File: src/rtl/lc4_trace_buffer_pkg.sv
// Shared LC4 trace-record definitions: field widths, qualifiers and the halt opcode.
package lc4_trace_buffer_pkg;

    localparam int unsigned STALL_W     = 2;
    localparam int unsigned NZP_W       = 3;
    localparam int unsigned HALT_INSN_W = 20;

    localparam logic [STALL_W-1:0]     STALL_NONE = 2'b00;
    localparam logic [HALT_INSN_W-1:0] HALT_INSN  = 20'h88000;

    // Packed record layout: {pc, insn, regfile_we, wsel, wdata, nzp_we, nzp_new_bits}
    function automatic int unsigned rec_width(input int unsigned pc_w,
                                              input int unsigned insn_w,
                                              input int unsigned sel_w,
                                              input int unsigned word_w);
        return pc_w + insn_w + 1 + sel_w + word_w + 1 + NZP_W;
    endfunction

endpackage

File: src/rtl/lc4_trace_fifo.sv
// Synchronous FIFO: pointer-addressed storage with registered count/full/empty.
module lc4_trace_fifo #(
    parameter int unsigned WIDTH = 8,
    parameter int unsigned DEPTH = 8
) (
    input  logic                       clk,
    input  logic                       rst_n,
    input  logic                       push,
    input  logic                       pop,
    input  logic [WIDTH-1:0]           wdata,
    output logic [WIDTH-1:0]           rdata,
    output logic                       full,
    output logic                       empty,
    output logic [$clog2(DEPTH):0]     count
);

    localparam int unsigned PTR_W = $clog2(DEPTH);
    localparam int unsigned CNT_W = PTR_W + 1;

    logic [WIDTH-1:0] mem_q [DEPTH];

    logic [PTR_W-1:0] wr_ptr_q, wr_ptr_d;
    logic [PTR_W-1:0] rd_ptr_q, rd_ptr_d;
    logic [CNT_W-1:0] count_q, count_d;
    logic             full_q, full_d;
    logic             empty_q, empty_d;

    // Storage is not reset; the head is only meaningful while non-empty.
    always_ff @(posedge clk) begin
        if (push) begin
            mem_q[wr_ptr_q] <= wdata;
        end
    end

    // Pointer/occupancy next-state; pointers wrap naturally at DEPTH (power of two).
    always_comb begin
        wr_ptr_d = wr_ptr_q;
        rd_ptr_d = rd_ptr_q;
        if (push) begin
            wr_ptr_d = wr_ptr_q + PTR_W'(1);
        end
        if (pop) begin
            rd_ptr_d = rd_ptr_q + PTR_W'(1);
        end
        count_d = count_q + CNT_W'(push) - CNT_W'(pop);
        full_d  = (count_d == CNT_W'(DEPTH));
        empty_d = (count_d == '0);
    end

    // Control state register.
    always_ff @(posedge clk or negedge rst_n) begin
        if (!rst_n) begin
            wr_ptr_q <= '0;
            rd_ptr_q <= '0;
            count_q  <= '0;
            full_q   <= 1'b0;
            empty_q  <= 1'b1;
        end else begin
            wr_ptr_q <= wr_ptr_d;
            rd_ptr_q <= rd_ptr_d;
            count_q  <= count_d;
            full_q   <= full_d;
            empty_q  <= empty_d;
        end
    end

    assign rdata = mem_q[rd_ptr_q];
    assign full  = full_q;
    assign empty = empty_q;
    assign count = count_q;

endmodule

File: src/rtl/lc4_trace_buffer.sv
// LC4 retire-trace buffer: qualifies and masks retire records, queues them,
// and keeps retirement/drop/halt statistics.
module lc4_trace_buffer
    import lc4_trace_buffer_pkg::*;
#(
    parameter int unsigned WORD_SIZE     = 256,
    parameter int unsigned REG_ADDR_BITS = 5,
    parameter int unsigned INSN          = 19,
    parameter int unsigned IADDR         = 10,
    parameter int unsigned DEPTH         = 8
) (
    input  logic                       clk,
    input  logic                       rst,
    input  logic                       gwe,
    input  logic [STALL_W-1:0]         i_test_stall,
    input  logic [IADDR:0]             i_test_pc,
    input  logic [INSN:0]              i_test_insn,
    input  logic                       i_test_regfile_we,
    input  logic [REG_ADDR_BITS-1:0]   i_test_wsel,
    input  logic [WORD_SIZE-1:0]       i_test_wdata,
    input  logic                       i_test_nzp_we,
    input  logic [NZP_W-1:0]           i_test_nzp_new_bits,
    output logic [IADDR:0]             o_rec_pc,
    output logic [INSN:0]              o_rec_insn,
    output logic                       o_rec_regfile_we,
    output logic [REG_ADDR_BITS-1:0]   o_rec_wsel,
    output logic [WORD_SIZE-1:0]       o_rec_wdata,
    output logic                       o_rec_nzp_we,
    output logic [NZP_W-1:0]           o_rec_nzp_new_bits,
    output logic                       o_rec_valid,
    input  logic                       i_rec_ready,
    output logic [$clog2(DEPTH):0]     o_count,
    output logic                       o_overflow,
    input  logic                       i_clear_overflow,
    output logic [31:0]                o_retired,
    output logic [15:0]                o_dropped,
    output logic                       o_halt_seen
);

    localparam int unsigned PC_W   = IADDR + 1;
    localparam int unsigned INSN_W = INSN + 1;
    localparam int unsigned REC_W  = rec_width(PC_W, INSN_W, REG_ADDR_BITS, WORD_SIZE);

    logic                     capture_c;
    logic                     push_c;
    logic                     pop_c;
    logic                     drop_c;
    logic                     halt_c;
    logic                     fifo_full;
    logic                     fifo_empty;
    logic [REG_ADDR_BITS-1:0] wsel_m;
    logic [WORD_SIZE-1:0]     wdata_m;
    logic [NZP_W-1:0]         nzp_m;
    logic [REC_W-1:0]         rec_in;
    logic [REC_W-1:0]         rec_out;

    logic        overflow_q, overflow_d;
    logic [31:0] retired_q,  retired_d;
    logic [15:0] dropped_q,  dropped_d;
    logic        halt_q,     halt_d;

    // Capture qualification and push/pop/drop arbitration; a pop frees the slot a full capture needs.
    always_comb begin
        capture_c = gwe && (i_test_stall == STALL_NONE);
        pop_c     = !fifo_empty && i_rec_ready;
        push_c    = capture_c && (!fifo_full || pop_c);
        drop_c    = capture_c && fifo_full && !pop_c;
        halt_c    = capture_c && (i_test_insn == INSN_W'(HALT_INSN));
        wsel_m    = i_test_regfile_we ? i_test_wsel  : '0;
        wdata_m   = i_test_regfile_we ? i_test_wdata : '0;
        nzp_m     = i_test_nzp_we     ? i_test_nzp_new_bits : '0;
    end

    assign rec_in = {i_test_pc, i_test_insn, i_test_regfile_we, wsel_m, wdata_m,
                     i_test_nzp_we, nzp_m};

    lc4_trace_fifo #(
        .WIDTH (REC_W),
        .DEPTH (DEPTH)
    ) u_fifo (
        .clk   (clk),
        .rst_n (rst),
        .push  (push_c),
        .pop   (pop_c),
        .wdata (rec_in),
        .rdata (rec_out),
        .full  (fifo_full),
        .empty (fifo_empty),
        .count (o_count)
    );

    assign {o_rec_pc, o_rec_insn, o_rec_regfile_we, o_rec_wsel, o_rec_wdata,
            o_rec_nzp_we, o_rec_nzp_new_bits} = rec_out;
    assign o_rec_valid = !fifo_empty;

    // Statistics next-state; a drop beats a clear so the loss is never hidden.
    always_comb begin
        overflow_d = overflow_q;
        retired_d  = retired_q;
        dropped_d  = dropped_q;
        halt_d     = halt_q;
        if (drop_c) begin
            overflow_d = 1'b1;
        end else if (i_clear_overflow) begin
            overflow_d = 1'b0;
        end
        if (capture_c) begin
            retired_d = retired_q + 32'd1;
        end
        if (drop_c && (dropped_q != 16'hFFFF)) begin
            dropped_d = dropped_q + 16'd1;
        end
        if (halt_c) begin
            halt_d = 1'b1;
        end
    end

    // Statistics registers.
    always_ff @(posedge clk or negedge rst) begin
        if (!rst) begin
            overflow_q <= 1'b0;
            retired_q  <= '0;
            dropped_q  <= '0;
            halt_q     <= 1'b0;
        end else begin
            overflow_q <= overflow_d;
            retired_q  <= retired_d;
            dropped_q  <= dropped_d;
            halt_q     <= halt_d;
        end
    end

    assign o_overflow  = overflow_q;
    assign o_retired   = retired_q;
    assign o_dropped   = dropped_q;
    assign o_halt_seen = halt_q;

endmodule

File: config.mk
export PLATFORM = sky130hd
export DESIGN_NAME = lc4_trace_buffer
export DESIGN_NICKNAME = d
export VERILOG_FILES = /design/src/rtl/lc4_trace_buffer_pkg.sv /design/src/rtl/lc4_trace_fifo.sv /design/src/rtl/lc4_trace_buffer.sv
export SDC_FILE = /design/constraint.sdc
export NUM_CORES = 2
export LEC_CHECK = 0
export CORE_MARGIN = 2
export CORE_UTILIZATION = 56
export CTS_CLUSTER_DIAMETER = 200
export DETAILED_ROUTE_END_ITERATION = 7
export PLACE_DENSITY = 0.76
export SYNTH_ARGS = -nofsm -noshare
export SYNTH_HDL_FRONTEND = slang
export SYNTH_SLANG_ARGS = --single-unit
export TNS_END_PERCENT = 5
File: constraint.sdc
create_clock -name clk -period 24.1 [get_ports clk]
set_input_delay 4.82 -clock clk [delete_from_list [all_inputs] [get_ports clk]]
set_output_delay 4.82 -clock clk [all_outputs]
set_load 0.005 [all_outputs]
==> metrics.yaml <==
run_status:
  outcome: "complete, no violations"
timing:
  finalSetupViolCount: 0
  final.min_clock_period_ns: 11.72
  finalClockSkew_ns: 0.0482
  max_freq_mhz: 85.3
  timing.max_slew.rel_slack_pct: 24.6
  final-hold-violation-count: 0
  timing_worst_slew_pin_value_ns: 1.13
  final-max-slew-violation-count: 0
  rsz0062_at_grt: "false"
  post-route-period-util_pct: 48.6
setup_path:
  critical-path-slowest-cell: "sky130_fd_sc_hd__dfrtp_4"
  worstSetupPathType: "reg -> out"
  reg2reg_from: "u_fifo.empty$_DFF_PN1_"
  regToRegEndpoint: "u_fifo.mem_q[3][207]$_DFFE_PP_"
  cp_startpoint_kind: "register"
  cp.depth: 7
  setup.worst_path.end: "o_rec_wdata[71]"
  cp_num_buf_inv: 5
  slowest_delay_ns: 1.00
  cell_repeated_most_along_the_worst_path: "sky130_fd_sc_hd__buf_4"
  number_of_cells_traversed_by_the_worst_register_to_register_path: 8
  critical_path.cell_chain: "buf_4, buf_4, buf_4, buf_4, mux4_2, mux2_2, clkdlybuf4s50_1"
  crit_start: "u_fifo.rd_ptr_q[0]$_DFFE_PN0P_"
  worstPathArrival_ns: 6.90
  cp_data_required_time_ns: 19.28
  reg2reg_slack_ns: 18.46
  critical_path.top_delay_family: "buffers and inverters"
  worst-path-max-fanout: 50
  timing.critical_path.to_type: "output pin"
synthesis:
  synth_seq_cells: 2438
  synth_nets: 4316
  postSynthAreaPerCell_um2: 23.5
  synth-adder-area-share_pct: 0.128
  synthXorXnorAreaFrac_pct: 0.494
  post_synth_num_cell_types: 39
  synth_top_family_by_area: "multiplexers"
  synth_cells: 4003
  post_synth_mux_area_share_pct: 17.8
  number_of_enable_flip_flop_cells_after_synthesis: 2376
  warnings_synthesis: 0
  ys.flop_type: "sky130_fd_sc_hd__edfxtp_1"
  synth-seq-area-share_pct: 77.6
  async_reset_ff_share_pct: 2.54
  synthesized_area_fraction_occupied_by_ao_oa_aoi_and_oai_cells_pct: 0.0360
  yosys.area_share.simple_pct: 2.53
  summed_instance_area_of_the_synthesized_netlist_um2: 93900
detailed_routing:
  detailedRoute.firstIterationViolations: 4385
  routed_wire_length_per_instance_um: 28.4
  vias_per_cell: 6.07
  detail_route.drc_violations: 0
  num_vias: 43610
  antenna_violating_nets_post_route: 0
  finalWirelength_um: 204000
  drt_pre_antenna_iters: 5
clocking:
  post_cts.resized_instances: 0
  cts_setup_buffers: 0
  cts-root-to-sink-buffers: 3
  tritoncts_clock_tree: "yes"
  cts.clk_slew.worst_paths_ns: 0.06
  cts_num_sinks: 2438
  htreeDepth: 4
  cts_root_buffer: "sky130_fd_sc_hd__clkbuf_16"
  ctsHoldBuffers: 0
  cts_made_buffers: 230
  worstSkewPairLatency_ns: 0.85
place:
  post-dp-hpwl_um: 114000
  port-buffer-count: 655
  dpl-instance-area_um2: 103000
  gp_congestion: 0.791
global_route:
  grt_pass1_wl_um: 299000
  grt_pass1_vias: 45986
  grt_overflow: 0
  grt_start_max_net_pins: 156
  grt_antenna_before_repair: 44
  global_route_usage_over_all_layers_pct: 24.0
power:
  cellLeakagePower_nw: 35.1
  worst_ir_drop_vdd_uv: 103
  total_power_mw: 11.9
  power-per-cell-area_nw_per_um2: 108
cells_and_area:
  final_common_cell: "sky130_fd_sc_hd__edfxtp_1"
  most_used_cells_in_the_layout_excluding_fill_and_tap_cells: "2376 x sky130_fd_sc_hd__edfxtp_1, 653 x sky130_fd_sc_hd__clkdlybuf4s50_1, 594 x sky130_fd_sc_hd__mux4_2"
  final_cell_area_um2: 110000
  fraction_of_final_layout_cells_with_drive_strength_greater_than_1_pct: 26.2
  area_growth_from_synthesis_to_layout_pct: 17.1
  layout.nets: 5076
floorplan:
  initial_utilization_pct: 56.3
  io-pin-count: 656
  core-area_um2: 167000
  die-height_um: 414
  die_width_um: 414
  std_cell_rows: 150
  floorplan.die_area_um2: 171000
run:
  cap_violations: 0
hold_path:
  hold_path.class: "reg -> reg"
-- stage by stage --
stage,setup WS (ns),hold WS (ns),utilization (%),TNS [ns],instances
floorplan,-2.92,0.468,-,-867.07,4003
global placement,13.09,0.467,61.6,0,6735
detailed placement,13.03,0.465,61.6,0,6735
CTS,12.04,0.482,65.9,0,7151
global route,11.64,0.512,65.9,0,7179
finish,12.38,0.478,65.9,0,7182
-- flip-flops by register name (all words and copies together) (netlist names), 3 cells and up --
signal / count
o_dropped: 16
u_fifo.mem_q: 2376
u_fifo.count: 4
o_retired: 32
u_fifo.wr_ptr_q: 3
u_fifo.rd_ptr_q: 3
-- Yosys cell counts (2+ instances only) --
cell                          n  area [um^2]
sky130_fd_sc_hd__buf_1       34          128
sky130_fd_sc_hd__dfrtp_1     61         1530
sky130_fd_sc_hd__ha_1         8          100
sky130_fd_sc_hd__nand2_1     26         97.6
sky130_fd_sc_hd__edfxtp_1  2376        71300
sky130_fd_sc_hd__buf_2       17         85.1
sky130_fd_sc_hd__nor2_2       2         12.5
sky130_fd_sc_hd__buf_6       61          687
sky130_fd_sc_hd__and3_1      10         62.6
sky130_fd_sc_hd__nand3_1     12         60.1
sky130_fd_sc_hd__xnor2_1     32          280
sky130_fd_sc_hd__xor2_1      21          184
sky130_fd_sc_hd__clkbuf_1    87          327
sky130_fd_sc_hd__nor4b_1      3         26.3
sky130_fd_sc_hd__nand2b_1     4         25.0
sky130_fd_sc_hd__nor4_1      11         68.8
sky130_fd_sc_hd__nor2_1      12         45.0
sky130_fd_sc_hd__nor3_1      10         50.1
sky130_fd_sc_hd__and2_1     266         1660
sky130_fd_sc_hd__mux4_2     594        13400
sky130_fd_sc_hd__and4_1       4         35.0
sky130_fd_sc_hd__nor3b_1      2         15.0
sky130_fd_sc_hd__inv_1       13         48.8
sky130_fd_sc_hd__mux2_2     299         3370
sky130_fd_sc_hd__nand4_1     24          150
-- layer usage --
metal / up-vias / routed length [um] / part of all wire, % / GRT usage [%]
li1: 18251 / - / - / -
met1: 23208 / 79400 / 39 / 32.0
met2: 1804 / 103000 / 50 / 38.4
met3: 337 / 14300 / 7.0 / 4.96
met4: 10 / 8050 / 3.9 / 11.1
met5: - / 59 / 0.029 / 0
-- cells by family after synthesis --
kind of cell | after synthesis
mux | 893
flops | 2438
fa+ha+maj | 9
xor+xnor | 53
compound gates | 5
buf+inv | 213
simple gates | 392
-- worst reg2reg max path: cells and delay by family (launching register included) --
family          cells  cell delay [ns]
flops               1             0.37
compound gates      1             0.34
simple gates        3             1.23
buf+inv             4             3.30
-- power by group --
part / internal, mW / total, mW / switching (mW) / leakage [nW]
Combinational: 1.95 / 3.50 / 1.55 / 9.09
Sequential: 4.83 / 4.94 / 0.111 / 22.5
Clock: 1.93 / 3.44 / 1.51 / 3.51
-- worst min-delay path by stage --
| stage | cells after the start | slack [ns] | endpoint | startpoint |
|---|---|---|---|---|
| global route | 1 | 0.51 | o_retired[31]$_DFFE_PN0P_ | o_retired[31]$_DFFE_PN0P_ |
| floorplan | 1 | 0.47 | o_halt_seen$_DFFE_PN0P_ | o_halt_seen$_DFFE_PN0P_ |
| detailed placement | 1 | 0.46 | o_retired[31]$_DFFE_PN0P_ | o_retired[31]$_DFFE_PN0P_ |
| global placement | 1 | 0.47 | o_retired[31]$_DFFE_PN0P_ | o_retired[31]$_DFFE_PN0P_ |
| finish | 1 | 0.48 | o_retired[31]$_DFFE_PN0P_ | o_retired[31]$_DFFE_PN0P_ |
| CTS | 1 | 0.48 | o_retired[31]$_DFFE_PN0P_ | o_retired[31]$_DFFE_PN0P_ |
-- area by class of cell --
class                           instances  area (um^2)
Timing Repair Buffer                  728         7190
Clock inverter                        118         1040
Inverter                               13         48.8
Clock buffer                          298         6160
Sequential cell                      2438        72900
Antenna cell                           31         77.6
Fill cell                           10362        56900
Multi-Input combinational cell       1352        19800
Tap cell                             2204         2760
(Power assumes the default switching activity.)
